===== config.mk =====
export PLATFORM = sky130hd
export DESIGN_NAME = store_unit_flat
export DESIGN_NICKNAME = d
export VERILOG_FILES = /design/src/rtl/store_unit_if.sv /design/src/rtl/store_unit.sv /design/src/flat_wrapper.sv
export SDC_FILE = /design/constraint.sdc
export NUM_CORES = 1
export LEC_CHECK = 0
export CORE_MARGIN = 4
export CORE_UTILIZATION = 56
export DETAILED_ROUTE_END_ITERATION = 10
export PLACE_DENSITY_LB_ADDON = 0.05
export SETUP_SLACK_MARGIN = 0.4
export SLEW_MARGIN = 20
export SYNTH_ARGS = -nofsm -noshare
export SYNTH_HDL_FRONTEND = slang
export SYNTH_SLANG_ARGS = --single-unit

===== constraint.sdc =====
create_clock -name clk -period 11 [get_ports clk]
set_clock_uncertainty 0.1 [all_clocks]
set_input_delay 1.65 -clock clk [delete_from_list [all_inputs] [get_ports clk]]
set_output_delay 1.65 -clock clk [all_outputs]
set_load 0.005 [all_outputs]

===== src/rtl/store_unit_if.sv =====
// store_unit_if: bundle of the store-request, load-port and BRAM-write signals
// of the store unit. The unit itself connects through the slave modport; the
// MEM stage / bench side drives through the master modport.
//   store request : st_valid, st_ready, ALUResult, WriteData, ByteAccess
//   load port     : ld_req, ld_addr, ld_hazard
//   BRAM write    : bram_en, bram_we, bram_addr, bram_wdata
//   status        : misalign_fault, count
interface store_unit_if #(
  parameter int ADDR_W = 32,
  parameter int DEPTH  = 4
);
  localparam int CNT_W = $clog2(DEPTH) + 1;

  logic              st_valid;
  logic              st_ready;
  logic [ADDR_W-1:0] ALUResult;
  logic [31:0]       WriteData;
  logic [2:0]        ByteAccess;
  logic              ld_req;
  logic [ADDR_W-1:0] ld_addr;
  logic              ld_hazard;
  logic              bram_en;
  logic [3:0]        bram_we;
  logic [ADDR_W-3:0] bram_addr;
  logic [31:0]       bram_wdata;
  logic              misalign_fault;
  logic [CNT_W-1:0]  count;

  modport slave (
    input  st_valid, ALUResult, WriteData, ByteAccess, ld_req, ld_addr,
    output st_ready, ld_hazard, bram_en, bram_we, bram_addr, bram_wdata,
           misalign_fault, count
  );

  modport master (
    output st_valid, ALUResult, WriteData, ByteAccess, ld_req, ld_addr,
    input  st_ready, ld_hazard, bram_en, bram_we, bram_addr, bram_wdata,
           misalign_fault, count
  );
endinterface


===== src/rtl/store_unit.sv =====
// store_unit: store path of the data-BRAM port. Encodes sb/sh/sw requests into
// {word addr, byte enables, lane-replicated data}, queues them in a DEPTH-entry
// FIFO and drains one entry per cycle into the BRAM whenever no load owns the
// port. Misaligned stores are dropped with a one-cycle fault pulse; loads that
// hit a buffered word raise ld_hazard combinationally.
// Ports:
//   clk    - clock, rising edge
//   reset  - asynchronous, active-high
//   bus    - store_unit_if.slave (request, load port, BRAM write, status)

// Per-entry hazard comparator: an entry hits when it lies inside the occupied
// window [rd_ptr, rd_ptr+count) and holds the load's word address.
module store_unit_hzd #(
  parameter int PTR_W = 2,
  parameter int CNT_W = 3,
  parameter int WA_W  = 30
) (
  input  logic [PTR_W-1:0] idx,
  input  logic [PTR_W-1:0] rd_ptr,
  input  logic [CNT_W-1:0] count,
  input  logic [WA_W-1:0]  ent_addr,
  input  logic [WA_W-1:0]  ld_waddr,
  output logic             hit
);
  logic [PTR_W-1:0] ofs;

  // distance from head wraps modulo DEPTH because PTR_W = log2(DEPTH)
  assign ofs = idx - rd_ptr;
  assign hit = ({1'b0, ofs} < count) && (ent_addr == ld_waddr);
endmodule

module store_unit #(
  parameter int DEPTH  = 4,
  parameter int ADDR_W = 32
) (
  input  logic       clk,
  input  logic       reset,
  store_unit_if.slave bus
);
  localparam int PTR_W = $clog2(DEPTH);
  localparam int CNT_W = PTR_W + 1;
  localparam int WA_W  = ADDR_W - 2;

  typedef struct packed {
    logic [WA_W-1:0] waddr;
    logic [3:0]      we;
    logic [31:0]     wdata;
  } ent_t;

  ent_t             mem [DEPTH];
  logic [PTR_W-1:0] rd_ptr, wr_ptr;
  logic [CNT_W-1:0] cnt_q;
  logic             fault_q;

  logic [1:0]       sz;
  logic [1:0]       boff;
  logic             mis;
  ent_t             enc;
  logic             full, empty, push, pop;
  ent_t             head;
  logic [DEPTH-1:0] hits;
  logic             unused_bits;

  assign unused_bits = ^{bus.ByteAccess[2], bus.ld_addr[1:0]};

  assign sz   = bus.ByteAccess[1:0];
  assign boff = bus.ALUResult[1:0];

  // Encode before enqueue so the drain side is a plain register read.
  always_comb begin
    enc.waddr = bus.ALUResult[ADDR_W-1:2];
    enc.we    = 4'b1111;
    enc.wdata = bus.WriteData;
    mis       = 1'b0;
    case (sz)
      2'b01: begin
        enc.we    = 4'b0001 << boff;
        enc.wdata = {4{bus.WriteData[7:0]}};
      end
      2'b10: begin
        enc.we    = 4'b0011 << {boff[1], 1'b0};
        enc.wdata = {2{bus.WriteData[15:0]}};
        mis       = boff[0];
      end
      default: begin
        // 00 and 11 are both word stores
        mis = (boff != 2'b00);
      end
    endcase
  end

  assign full  = (cnt_q == CNT_W'(DEPTH));
  assign empty = (cnt_q == '0);
  assign push  = bus.st_valid && !full && !mis;
  assign pop   = !empty && !bus.ld_req;
  assign head  = mem[rd_ptr];

  always_ff @(posedge clk or posedge reset) begin
    if (reset) begin
      rd_ptr  <= '0;
      wr_ptr  <= '0;
      cnt_q   <= '0;
      fault_q <= 1'b0;
      for (int i = 0; i < DEPTH; i++) mem[i] <= '0;
    end else begin
      // a misaligned request is consumed (not held) but never stored
      fault_q <= bus.st_valid && !full && mis;
      if (push) begin
        mem[wr_ptr] <= enc;
        wr_ptr      <= wr_ptr + 1'b1;
      end
      if (pop) rd_ptr <= rd_ptr + 1'b1;
      case ({push, pop})
        2'b10:   cnt_q <= cnt_q + 1'b1;
        2'b01:   cnt_q <= cnt_q - 1'b1;
        default: cnt_q <= cnt_q;
      endcase
    end
  end

  // Hazard window is the current occupancy, so the head being popped this
  // cycle still counts and the store being enqueued does not.
  for (genvar g = 0; g < DEPTH; g++) begin : g_hzd
    store_unit_hzd #(.PTR_W(PTR_W), .CNT_W(CNT_W), .WA_W(WA_W)) u_hzd (
      .idx      (PTR_W'(g)),
      .rd_ptr   (rd_ptr),
      .count    (cnt_q),
      .ent_addr (mem[g].waddr),
      .ld_waddr (bus.ld_addr[ADDR_W-1:2]),
      .hit      (hits[g])
    );
  end

  assign bus.ld_hazard      = bus.ld_req && (|hits);
  assign bus.st_ready       = !full;
  assign bus.count          = cnt_q;
  assign bus.misalign_fault = fault_q;
  assign bus.bram_en        = pop;
  // idle port shows zeros rather than stale head contents
  assign bus.bram_we        = pop ? head.we    : 4'b0000;
  assign bus.bram_addr      = pop ? head.waddr : '0;
  assign bus.bram_wdata     = pop ? head.wdata : 32'h0;
endmodule

===== src/flat_wrapper.sv =====
// flat-port wrapper written by rule: the top's interface ports become plain ports
module store_unit_flat 
#(
  parameter int DEPTH  = 4,
  parameter int ADDR_W = 32
)
  (clk, reset, bus_st_valid, bus_ALUResult, bus_WriteData, bus_ByteAccess, bus_ld_req, bus_ld_addr, bus_st_ready, bus_ld_hazard, bus_bram_en, bus_bram_we, bus_bram_addr, bus_bram_wdata, bus_misalign_fault, bus_count);
  store_unit_if #(.ADDR_W(ADDR_W), .DEPTH(DEPTH)) bus_i ();
  input  logic clk;
  input  logic reset;
  input wire logic [$bits(bus_i.st_valid)-1:0] bus_st_valid;
  input wire logic [$bits(bus_i.ALUResult)-1:0] bus_ALUResult;
  input wire logic [$bits(bus_i.WriteData)-1:0] bus_WriteData;
  input wire logic [$bits(bus_i.ByteAccess)-1:0] bus_ByteAccess;
  input wire logic [$bits(bus_i.ld_req)-1:0] bus_ld_req;
  input wire logic [$bits(bus_i.ld_addr)-1:0] bus_ld_addr;
  output wire logic [$bits(bus_i.st_ready)-1:0] bus_st_ready;
  output wire logic [$bits(bus_i.ld_hazard)-1:0] bus_ld_hazard;
  output wire logic [$bits(bus_i.bram_en)-1:0] bus_bram_en;
  output wire logic [$bits(bus_i.bram_we)-1:0] bus_bram_we;
  output wire logic [$bits(bus_i.bram_addr)-1:0] bus_bram_addr;
  output wire logic [$bits(bus_i.bram_wdata)-1:0] bus_bram_wdata;
  output wire logic [$bits(bus_i.misalign_fault)-1:0] bus_misalign_fault;
  output wire logic [$bits(bus_i.count)-1:0] bus_count;
  assign bus_i.st_valid = bus_st_valid;
  assign bus_i.ALUResult = bus_ALUResult;
  assign bus_i.WriteData = bus_WriteData;
  assign bus_i.ByteAccess = bus_ByteAccess;
  assign bus_i.ld_req = bus_ld_req;
  assign bus_i.ld_addr = bus_ld_addr;
  assign bus_st_ready = bus_i.st_ready;
  assign bus_ld_hazard = bus_i.ld_hazard;
  assign bus_bram_en = bus_i.bram_en;
  assign bus_bram_we = bus_i.bram_we;
  assign bus_bram_addr = bus_i.bram_addr;
  assign bus_bram_wdata = bus_i.bram_wdata;
  assign bus_misalign_fault = bus_i.misalign_fault;
  assign bus_count = bus_i.count;
  store_unit #(.DEPTH(DEPTH), .ADDR_W(ADDR_W)) u_core (.clk(clk), .reset(reset), .bus(bus_i));
endmodule

==> results.md, run 1 <==
* Ant. Diodes at 0
* Status: finished clean
* Cell Pwr Density at roughly 290 mW/mm²
* Mean post-synth cell area at 12.44 µm²
* Die X at 166.7 µm
* Slew margin rel. at 0.3276
* Net count after synthesis at around 1.2k
* Hold Path Depth at 2
* Worst path slowest cell: nor4_1
* Final nets at approximately 1.4k
* Combinational share of power at 0.407
* Nature of the critical path endpoint: output port
* CTS H-tree depth at 1
* Number of remaining DRC errors at 0
* Total Power at just under 5 mW
* Core Area at approximately 0.025 mm²
* Cts repair resizes at 0
* Max frequency at 163.3 MHz
* Synth top area share at 0.4823
* FP Rows at between 50 and 60
* Vias/cell at about 5.8
* Sw Ratio at 0.3315
* Switch Pwr at approximately 1.6 mW
* Final setup fails at 0
* Total gr overflow at 0
* Setup_tns at 0 ps
* CTS max path bufs at 3
* 1st-iter DRT viols at between 700 and 800
* Clock Sink Count at about 270
* R2r worst-path depth at 9
* Yosys reg bits at 272
* Largest cells by area after synthesis: dfrtp_1 48%, mux4_2 11%, mux2_2 9.3%
* Setup crit start kind: input pin
* Critical path type: in -> out
* Cell Area, Synth at roughly 0.014 mm²
* Clock Latency Late Sink at between 500 and 600 ps
* Max-slew violation count at 0
* YS warnings at 0
* Vias at roughly 9.4k
* Part of the power in registers at 0.388
* Crit share post-route at 0.5568
* P_leak at 7.321 nW
* Mapped Cells at around 1.1k
* Detailed Routing Iterations Pass 1 at 6
* Worst Path Buf+Inv at 2
* Worst-path maximum fanout at 4
* Slowest cell delay on critical path at approximately 620 ps
* Critical path arrival at 4370 ps
* Final Hold Violating Endpoints at 0
* Drt total wl at between 30 and 40 mm
* CP delay by family, top: simple AND/OR/NAND/NOR gates
* Hold Crit Class: reg -> reg
* Die area at ~0.028 mm²
* CTS Buf Count at 29
* Synth area leader: dfrtp_1
* Critical path cell sequence: clkdlybuf4s50_1, xor2_1, nor4_1, nand4_1, a2111oi_0, or4_1, clkdlybuf4s50_1
* Max Cap Violations at 0
* CTS tree: done
* Sequential area share after synthesis at 0.4823
* PortBufs at between 150 and 200
* Initial core utilization at 0.5752
* Stages on the worst setup path at 7
* Worst-margin pin slew at ~1000 ps
* Synth cell types at 39
* DRT antenna net count at 0
* Number of global-route vias before repair at 9812
* First-pass GRT wire length at around 57 mm
* Cts hold-fix bufs at 0
* # IOs at 176
* Layout cells sized above 1 at 0.2124
* GRT Util Overall at 0.2574
* Initial antenna violation count at 0
* DP Wirelength at 23.96 mm
* Final Util at 0.6860
* GPL Wtd Cong at 0.9562
* Largest net degree at the start of global routing at 172
* Setup Fix Bufs, Post-CTS at 0
* RSZ-0062 raised after global routing: false
* Final Critical Period at around 6100 ps
* Clock Power Share at 0.205
* WL per Instance at between 20 and 25 µm
* Area growth from synthesis to layout at 19.26%
* Critical Path RT at a little over 9000 ps
* VDD IR max at between 0.00015 and 0.0002 V
* Clock transition at the registers of the reported paths at about 60 ps
* Clock root cell: clkbuf_16
* Most used cell along the critical path: clkdlybuf4s50_1
* Int Power at about 3.2 mW
* Die extent in y at between 150 and 200 µm
## sequential cells by signal (all words and copies together) (netlist names)
name and flops:
u_core.bus.count 3, u_core.rd_ptr 2, u_core.mem 264, u_core.bus.misalign_fault 1
u_core.wr_ptr 2
## cell usage after synthesis
cell / instances
and2_1: 67
o21ba_2: 1
fa_1: 1
a31oi_1: 1
o21ai_0: 115
and4_4: 1
xnor2_1: 14
dfrtp_1: 272
a22oi_1: 16
or4_1: 1
a21oi_1: 25
mux2_1: 8
xor2_1: 113
nand2_1: 117
or2_2: 1
mux4_2: 66
nor2_1: 13
ha_1: 11
buf_1: 3
mux2_2: 116
nand2_8: 1
nor2b_1: 1
nor4_1: 24
buf_2: 19
clkbuf_1: 19
buf_6: 5
a2111oi_0: 4
a21o_1: 1
buf_12: 3
buf_4: 20
nand4_1: 8
nor3_1: 4
mux2_4: 28
nand3_1: 4
nand2_4: 3
buf_8: 3
or3b_4: 1
inv_1: 16
nor3b_1: 8
## per-stage QoR
stage	hold slack [ps]	instance area, µm²	worst slack (ps)	instances
2_1_floorplan	344.1	14110	1755	1134
3_5_place_dp	365.6	15850	4929	1565
5_1_grt	399.1	16830	4818	1619
3_3_place_gp	356.6	15850	4963	1565
4_1_cts	378.6	16830	4923	1619
6_report	373.9	16830	4875	1619
## cell type report
cell class / instances / area, µm²
Tap cell: 324 / 405.4
Timing Repair Buffer: 179 / 1787
Inverter: 16 / 67.56
Sequential cell: 272 / 6814
Clock inverter: 10 / 140.1
Fill cell: 1910 / 7704
Multi-Input combinational cell: 774 / 6774
Clock buffer: 44 / 842.1
## power by group through the flow
stage               Clock (mW)  Combinational (mW)  Sequential [mW]
floorplan                    0                1.42             1.74
global placement             0                1.96             1.87
detailed placement           0                2.00             1.89
CTS                       1.01                2.00             1.88
global route              1.06                2.15             1.95
finish                   0.996                1.98             1.88
## worst register-to-register path: cells and delay by family, from the launching register on
family | cells | cell delay (ps)
XOR/XNOR | 2 | 270
AND/OR/NAND/NOR | 1 | 120
adder cells (fa/ha/maj) | 2 | 650
AO/OA/AOI/OAI | 1 | 550
flip-flops | 1 | 460
buffers and inverters | 3 | 830
## final timing paths
kind                                           from                   to  slack (ps)
worst max-delay path                bus_ld_addr[31]        bus_ld_hazard        4880
worst min-delay path                u_core.mem[233]      u_core.mem[233]         370
worst max register to register  u_core.bus.count[2]  u_core.bus.count[2]        7950
worst min register to register      u_core.mem[233]      u_core.mem[233]         370
max in group asynchronous                     reset     u_core.rd_ptr[1]        7880
min in group asynchronous                     reset       u_core.mem[71]        1480
## layout by cell type, fill, tap and decap left out, types with 2 or more instances in the layout
cell and instances:
nor3_1 4, clkdlybuf4s50_1 172, clkbuf_1 9, a2111oi_0 4
and2_1 67, clkbuf_8 6, nor3b_1 8, a21oi_1 25
nand3_1 4, nand2_4 3, xor2_1 113, o21ai_0 115
mux2_1 8, bufinv_16 3, buf_4 6, nand2_1 117
ha_1 10, mux2_4 28, nor2_1 13, nor4_1 24
nand4_1 8, inv_1 15, mux4_2 66, dfrtp_4 2
xnor2_1 14, a22oi_1 16, mux2_2 116, clkinv_2 6
clkbuf_16 29, dfrtp_1 270
## cells by family after synthesis
family | share of synthesized area
AOI/OAI and AO/OA | 0.06233
xor gates and xnor gates | 0.07882
adders and majority gates | 0.01117
buffers and inverters | 0.03892
DFF | 0.4823
muxes | 0.2341
and+or+nand+nor | 0.09238
## routing by layer
metal / wire, µm / share of wire / track usage / vias up
met5: 0 / 0 / 0 / -
met4: 919 / 0.026 / 0.06510 / 0
met3: 2028 / 0.057 / 0.04575 / 50
met2: 17630 / 0.49 / 0.4336 / 284
met1: 15070 / 0.42 / 0.3515 / 4766
li1: - / - / - / 4295
(Power assumes the default switching activity.)
==> inputs of run 2 (changes only) <==
--- a/config.mk
+++ b/config.mk
@@ -6,7 +6,7 @@
 export NUM_CORES = 1
 export LEC_CHECK = 0
 export CORE_MARGIN = 4
-export CORE_UTILIZATION = 56
+export CORE_UTILIZATION = 51
 export DETAILED_ROUTE_END_ITERATION = 10
 export PLACE_DENSITY_LB_ADDON = 0.05
 export SETUP_SLACK_MARGIN = 0.4
==> constraint.sdc (replaced) <==
create_clock -name clk -period 5 [get_ports clk]
set_clock_uncertainty 0.1 [all_clocks]
set_input_delay 0.75 -clock clk [delete_from_list [all_inputs] [get_ports clk]]
set_output_delay 0.75 -clock clk [all_outputs]
set_load 0.005 [all_outputs]
==> results.md, run 2 (synthesized netlist as in run 1, its figures left out) <==
* Ant. Diodes at 0 (unchanged)
* WL per Instance at 21.95 µm (-0.30%)
* Critical path type: in -> out
* Largest register FFs at 264 (unchanged)
* VDD IR max at 0.0004015 V (+130%)
* CTS max path bufs at 3 (unchanged)
* Slew margin rel. at 0.3528 (+0.02520)
* Number of remaining DRC errors at 0 (unchanged)
* Initial antenna violation count at 0 (unchanged)
* Cell Pwr Density at 627.5 mW/mm² (+120%)
* DP Worst Slack at 866.7 ps (-4062 ps)
* Max Cap Violations at 0 (unchanged)
* FP Rows at 60 (+5.3%)
* Final Util at 0.6238 (-0.06222)
* Nature of the critical path endpoint: output port
* Layout cells sized above 1 at 0.2129 (+0.0005579)
* Core Area at 0.02710 mm² (+10%)
* Cts repair resizes at 0 (unchanged)
* Critical path cell sequence: clkdlybuf4s50_1, xor2_1, nor4_1, nand4_1, a2111oi_0, or4_1, clkdlybuf4s50_1
* Number of global-route vias before repair at 9657 (-1.6%)
* Die extent in y at 174.3 µm (+4.6%)
* Setup crit start kind: input pin
* Die area at 0.03040 mm² (+9.3%)
* Hold Crit Class: reg -> reg
* Combinational share of power at 0.409 (+0.002)
* Initial core utilization at 0.5207 (-0.05449)
* Worst Path Buf+Inv at 2 (unchanged)
* Switch Pwr at 3.547 mW (+120%)
* Slowest cell delay on critical path at 560 ps (-60 ps)
* Placed Instances at 1620 (+3.5%)
* Sw Ratio at 0.3344 (+0.002857)
* Setup Fix Bufs, Post-CTS at 0 (unchanged)
* Most frequent cells in the layout: 270 x dfrtp_1, 172 x clkdlybuf4s50_1, 117 x nand2_1, 116 x mux2_2, 115 x o21ai_0
* Vias at 9323 (-0.77%)
* Drt total wl at 36.73 mm (+3.0%)
* Max frequency at 239.9 MHz
* Non-filler cells, final at 1673 (+3.3%)
* GPL Wtd Cong at 0.9442 (-1.3%)
* Critical Path RT at 4150 ps (-5100 ps)
* Final nets at 1395 (+0.58%)
* CTS Buf Count at 30 (+3.4%)
* # IOs at 176 (unchanged)
* Cts hold-fix bufs at 0 (unchanged)
* Int Power at 7.061 mW (+120%)
* Max Used Layer: met4
* Detailed Routing Iterations Pass 1 at 5 (-1)
* Worst-margin pin slew at 970.9 ps (-37.80 ps)
* RSZ-0062 raised after global routing: false
* Clock Latency Late Sink at 540 ps (about the same)
* Most used cell along the critical path: clkdlybuf4s50_1
* DRT antenna net count at 0 (unchanged)
* Die X at 174.3 µm (+4.6%)
* Number of fill cells in the layout at 2244 (+17%)
* Met2 WL at 17.71 mm (+0.43%)
* Final Hold Violating Endpoints at 0 (unchanged)
* Finished Cell Area at 0.01691 mm² (+0.45%)
* First-pass GRT wire length at 57.31 mm (+0.86%)
* Multi-input gate area at 0.006771 mm² (about the same)
* 1st-iter DRT viols at 640 (-18%)
* Met1 wire length at 15.94 mm (+5.8%)
* Crit share post-route at 0.8338
* Clock Sink Count at 272 (unchanged)
* Clock Power Share at 0.196 (-0.009)
* PortBufs at 172 (unchanged)
* Max-slew violation count at 0 (unchanged)
* Final setup fails at 0 (unchanged)
* WL met3 at 2.104 mm (+3.7%)
* Clock transition at the registers of the reported paths at 60 ps (about the same)
* Stages on the worst setup path at 7 (unchanged)
* DP Wirelength at 24.75 mm (+3.3%)
* Largest Register: u_core.mem
* Placed Area at 0.01598 mm² (+0.85%)
* Most common cell after layout, fill and taps aside: dfrtp_1
* Part of the power in registers at 0.394 (+0.006)
* Worst hold-check slack at 373.4 ps (-0.4700 ps)
* CTS H-tree depth at 1 (unchanged)
* Critical path arrival at 3320 ps (-1050 ps)
* Status: finished clean
* Hold Path Depth at 2 (unchanged)
* GRT Util Overall at 0.2412 (-0.01625)
* Setup_tns at 0 ps (unchanged)
* Sequential Area at 0.006814 mm² (unchanged)
* CTS tree: done
* Total Power at 10.61 mW (+120%)
* P_leak at 7.323 nW (about the same)
* Clock root cell: clkbuf_16
* Final Critical Period at 4169 ps
* Area growth from synthesis to layout at 19.79%
* CP delay by family, top: buffers and inverters
* Worst path slowest cell: nor4_1
* Final setup margin at 830.8 ps (-4045 ps)
* Total gr overflow at 0 (unchanged)
* Largest net degree at the start of global routing at 97 (-44%)
* Worst-path maximum fanout at 4 (unchanged)
* R2r worst-path depth at 5 (-4)
* Vias/cell at 5.573 (-4.0%)
run 2: cell types whose count changed in the layout (fill, tap and decap cells not counted):
cell	change
buf_12	+2
clkinvlp_4	+2
bufinv_16	-3
buf_4	+5
inv_16	-1
clkinv_2	-3
clkbuf_16	+2
inv_8	-1
clkbuf_1	+3
ha_1	+1
ha_2	-1
run 2: cell type report:
cell class,instances,share of cell area
Clock buffer,49,0.05344
Inverter,16,0.003775
Tap cell,372,0.02753
Sequential cell,272,0.4031
Multi-Input combinational cell,774,0.4006
Clock inverter,4,0.001332
Timing Repair Buffer,186,0.1103
run 2: worst paths after layout:
| kind | start | end | slack, ps |
|---|---|---|---|
| max reg2reg | u_core.bus.count[0] | u_core.mem[16] | 2190 |
| max in group asynchronous | reset | u_core.mem[222] | 3280 |
| min reg2reg | u_core.mem[156] | u_core.mem[156] | 370 |
| min in group asynchronous | reset | u_core.mem[10] | 560 |
| max | bus_ld_addr[14] | bus_ld_hazard | 830 |
| min | u_core.mem[156] | u_core.mem[156] | 370 |
run 2: tightest hold or removal path, delay by kind of cell, from the launching register on:
family          cells  cell delay [ps]
flops               1              340
compound gates      1               60
simple gates        1               40
run 2: power by group through the flow:
stage	Sequential (mW)	Clock (mW)	Combinational, mW
after detailed placement	4.21	0	4.39
after global routing	4.32	2.23	4.75
after global placement	4.16	0	4.33
after CTS	4.17	2.13	4.40
final	4.18	2.08	4.34
after floorplan	3.83	0	3.13
run 2: per-layer routing:
layer | up-vias | GRT usage
met2 | 290 | 0.3970
met3 | 59 | 0.04089
met5 | - | 0
met1 | 4664 | 0.3341
met4 | 0 | 0.06631
li1 | 4310 | -
==> inputs of run 3 (changes only) <==
--- a/config.mk
+++ b/config.mk
@@ -6,7 +6,7 @@
 export NUM_CORES = 1
 export LEC_CHECK = 0
 export CORE_MARGIN = 4
-export CORE_UTILIZATION = 51
+export CORE_UTILIZATION = 56
 export DETAILED_ROUTE_END_ITERATION = 10
 export PLACE_DENSITY_LB_ADDON = 0.05
 export SETUP_SLACK_MARGIN = 0.4
==> constraint.sdc (replaced) <==
create_clock -name clk -period 3.9 [get_ports clk]
set_clock_uncertainty 0.1 [all_clocks]
set_input_delay 0.585 -clock clk [delete_from_list [all_inputs] [get_ports clk]]
set_output_delay 0.585 -clock clk [all_outputs]
set_load 0.005 [all_outputs]
==> results.md, run 3 (synthesized netlist as in run 1, its figures left out) <==
* Status: finished clean
* Number of remaining DRC errors at 0 (unchanged)
* Final Util at 0.7053 (+0.08150)
* R2R Setup Slk at 1340 ps (-850 ps)
* Worst-path maximum fanout at 20 (+16)
* Die area at 0.02780 mm² (-8.5%)
* Area growth from synthesis to layout at 22.61%
* Max frequency at 294.2 MHz
* Total Power at 14.00 mW (+32%)
* Slowest cell delay on critical path at 550 ps (about the same)
* Hold Path Depth at 2 (unchanged)
* Hold Crit Class: reg -> reg
* R2r worst-path depth at 9 (+4)
* Setup crit start kind: register
* M3 GR Usage at 0.04148 (+0.0005917)
* Most common cell after layout, fill and taps aside: dfrtp_1
* Non-filler cells, final at 1650 (-1.4%)
* Critical Path RT at 3210 ps (-940 ps)
* Largest net degree at the start of global routing at 68 (-30%)
* Stages on the worst setup path at 5 (-2)
* # IOs at 176 (unchanged)
* 1st-iter DRT viols at 678 (+5.9%)
* CTS Buf Count at 29 (-3.3%)
* Total gr overflow at 0 (unchanged)
* GPL Wtd Cong at 0.9495 (+0.56%)
* FP Rows at 57 (-5.0%)
* Switch Pwr at 4.717 mW (+33%)
* Critical path type: reg -> out
* Placed Instances at 1590 (-1.9%)
* CP delay by family, top: buffers and inverters
* P_leak at 7.600 nW (+3.8%)
* Placed Area at 0.01614 mm² (+1.0%)
* Int Power at 9.286 mW (+32%)
* Core Area at 0.02453 mm² (-9.5%)
* Clock Sink Count at 272 (unchanged)
* Die X at 166.7 µm (-4.4%)
* Largest register FFs at 264 (unchanged)
* DRT antenna net count at 0 (unchanged)
* CTS tree: done
* Largest Register: u_core.mem
* Final Critical Period at 3399 ps
* Sw Ratio at 0.3369 (+0.002508)
* Clock Latency Late Sink at 530 ps (about the same)
* Critical path arrival at 2710 ps (-610 ps)
* Worst Path Buf+Inv at 3 (+1)
* Combinational share of power at 0.434 (+0.025)
* Finished Cell Area at 0.01730 mm² (+2.4%)
* First-pass GRT wire length at 58.61 mm (+2.3%)
* PortBufs at 172 (unchanged)
* Initial core utilization at 0.5752 (+0.05449)
* Most Crowded Layer GR: met2
* Max-slew violation count at 0 (unchanged)
* Slew margin rel. at 0.4839 (+0.1311)
* Vias at 9651 (+3.5%)
* Number of global-route vias before repair at 10.05k (+4.0%)
* Worst-margin pin slew at 772.6 ps (-198.3 ps)
* RSZ-0062 raised after global routing: false
* Vias/cell at 5.849 (+5.0%)
* Worst path slowest cell: mux4_2
* DP Wirelength at 25.34 mm (+2.4%)
* Nature of the critical path endpoint: output port
* Max Cap Violations at 0 (unchanged)
* Clock transition at the registers of the reported paths at 60 ps (about the same)
* Ant. Diodes at 0 (unchanged)
* GRT Util Overall at 0.2669 (+0.02573)
* Cell Pwr Density at 809.3 mW/mm² (+29%)
* Die extent in y at 166.7 µm (-4.4%)
* Most frequent cells in the layout: 270 x dfrtp_1, 147 x clkdlybuf4s50_1, 117 x nand2_1, 116 x mux2_2, 115 x o21ai_0
* M2 GR Usage at 0.4483 (+0.05132)
* Detailed Routing Iterations Pass 1 at 5 (unchanged)
* Crit share post-route at 0.8715
* Part of the power in registers at 0.374 (-0.020)
* CTS H-tree depth at 1 (unchanged)
* Final nets at 1422 (+1.9%)
* Critical path cell sequence: buf_4, buf_6, mux4_2, and2_1, clkdlybuf4s50_1
* Worst hold-check slack at 375.2 ps (+1.743 ps)
* VDD IR max at 0.0005328 V (+33%)
* Drt total wl at 36.86 mm (+0.35%)
* WL per Instance at 22.34 µm (+1.8%)
* Cts hold-fix bufs at 0 (unchanged)
* Routing usage on met1 at 0.3670 (+0.03293)
* Final setup fails at 0 (unchanged)
* CTS max path bufs at 3 (unchanged)
* Initial antenna violation count at 0 (unchanged)
* Clock Power Share at 0.192 (-0.004)
* Clock root cell: clkbuf_16
* Final Hold Violating Endpoints at 0 (unchanged)
* Layout cells sized above 1 at 0.2466 (+0.03369)
[run 3: path summary, 6_finish.rpt]
kind,from,to
worst min-delay path,u_core.mem[223],u_core.mem[223]
worst max-delay path,u_core.rd_ptr[0],bus_bram_wdata[14]
max in group asynchronous,reset,u_core.mem[157]
worst min register to register,u_core.mem[223],u_core.mem[223]
worst max register to register,u_core.bus.count[2],u_core.bus.count[2]
min in group asynchronous,reset,u_core.mem[73]
[run 3: power by group through the flow]
stage | sequential (mW) | combinational (mW) | clock [mW]
after floorplan | 4.90 | 4.01 | 0
after global placement | 5.26 | 5.66 | 0
after detailed placement | 5.33 | 5.75 | 0
after CTS | 5.20 | 6.07 | 2.72
after global routing | 5.39 | 6.59 | 2.85
final | 5.24 | 6.07 | 2.69
[run 3: per-stage QoR]
step           TNS, ps  setup slack [ps]
6_report             0             501.0
5_1_grt              0             417.9
4_1_cts              0             403.7
3_5_place_dp         0             158.9
3_3_place_gp         0             165.8
2_1_floorplan  -103470            -380.4
[run 3: layout make-up]
cell class	instances	area (µm²)
tap	324	405.4
fill	1819	7231
timing repair buffer	214	2165
inverter	16	63.81
clock inverter	6	80.08
clock buffer	44	842.1
multi-input combinational	774	6933
sequential	272	6814
[run 3: repair_timing]
| item | CTS | global route |
|---|---|---|
| hold endpoints to repair | 0 | 0 |
| setup endpoints to repair | 50 | 1 |
| setup buffers | 8 | 2 |
| pin swaps | 12 | 6 |
| gates resized for setup | 46 | 9 |
[run 3: worst register-to-register path: cells and delay by family, from the launching register on]
| family | cells | cell delay, ps |
|---|---|---|
| XOR/XNOR | 2 | 270 |
| adder cells (fa/ha/maj) | 2 | 630 |
| flip-flops | 1 | 490 |
| AO/OA/AOI/OAI | 1 | 230 |
| AND/OR/NAND/NOR | 1 | 110 |
| buffers and inverters | 3 | 660 |
[run 3: metal layers]
metal  vias up  share of wire
li1       4350              -
met1      4893           0.42
met2       345           0.49
met3        63          0.057
met4         0          0.032
met5         -              0
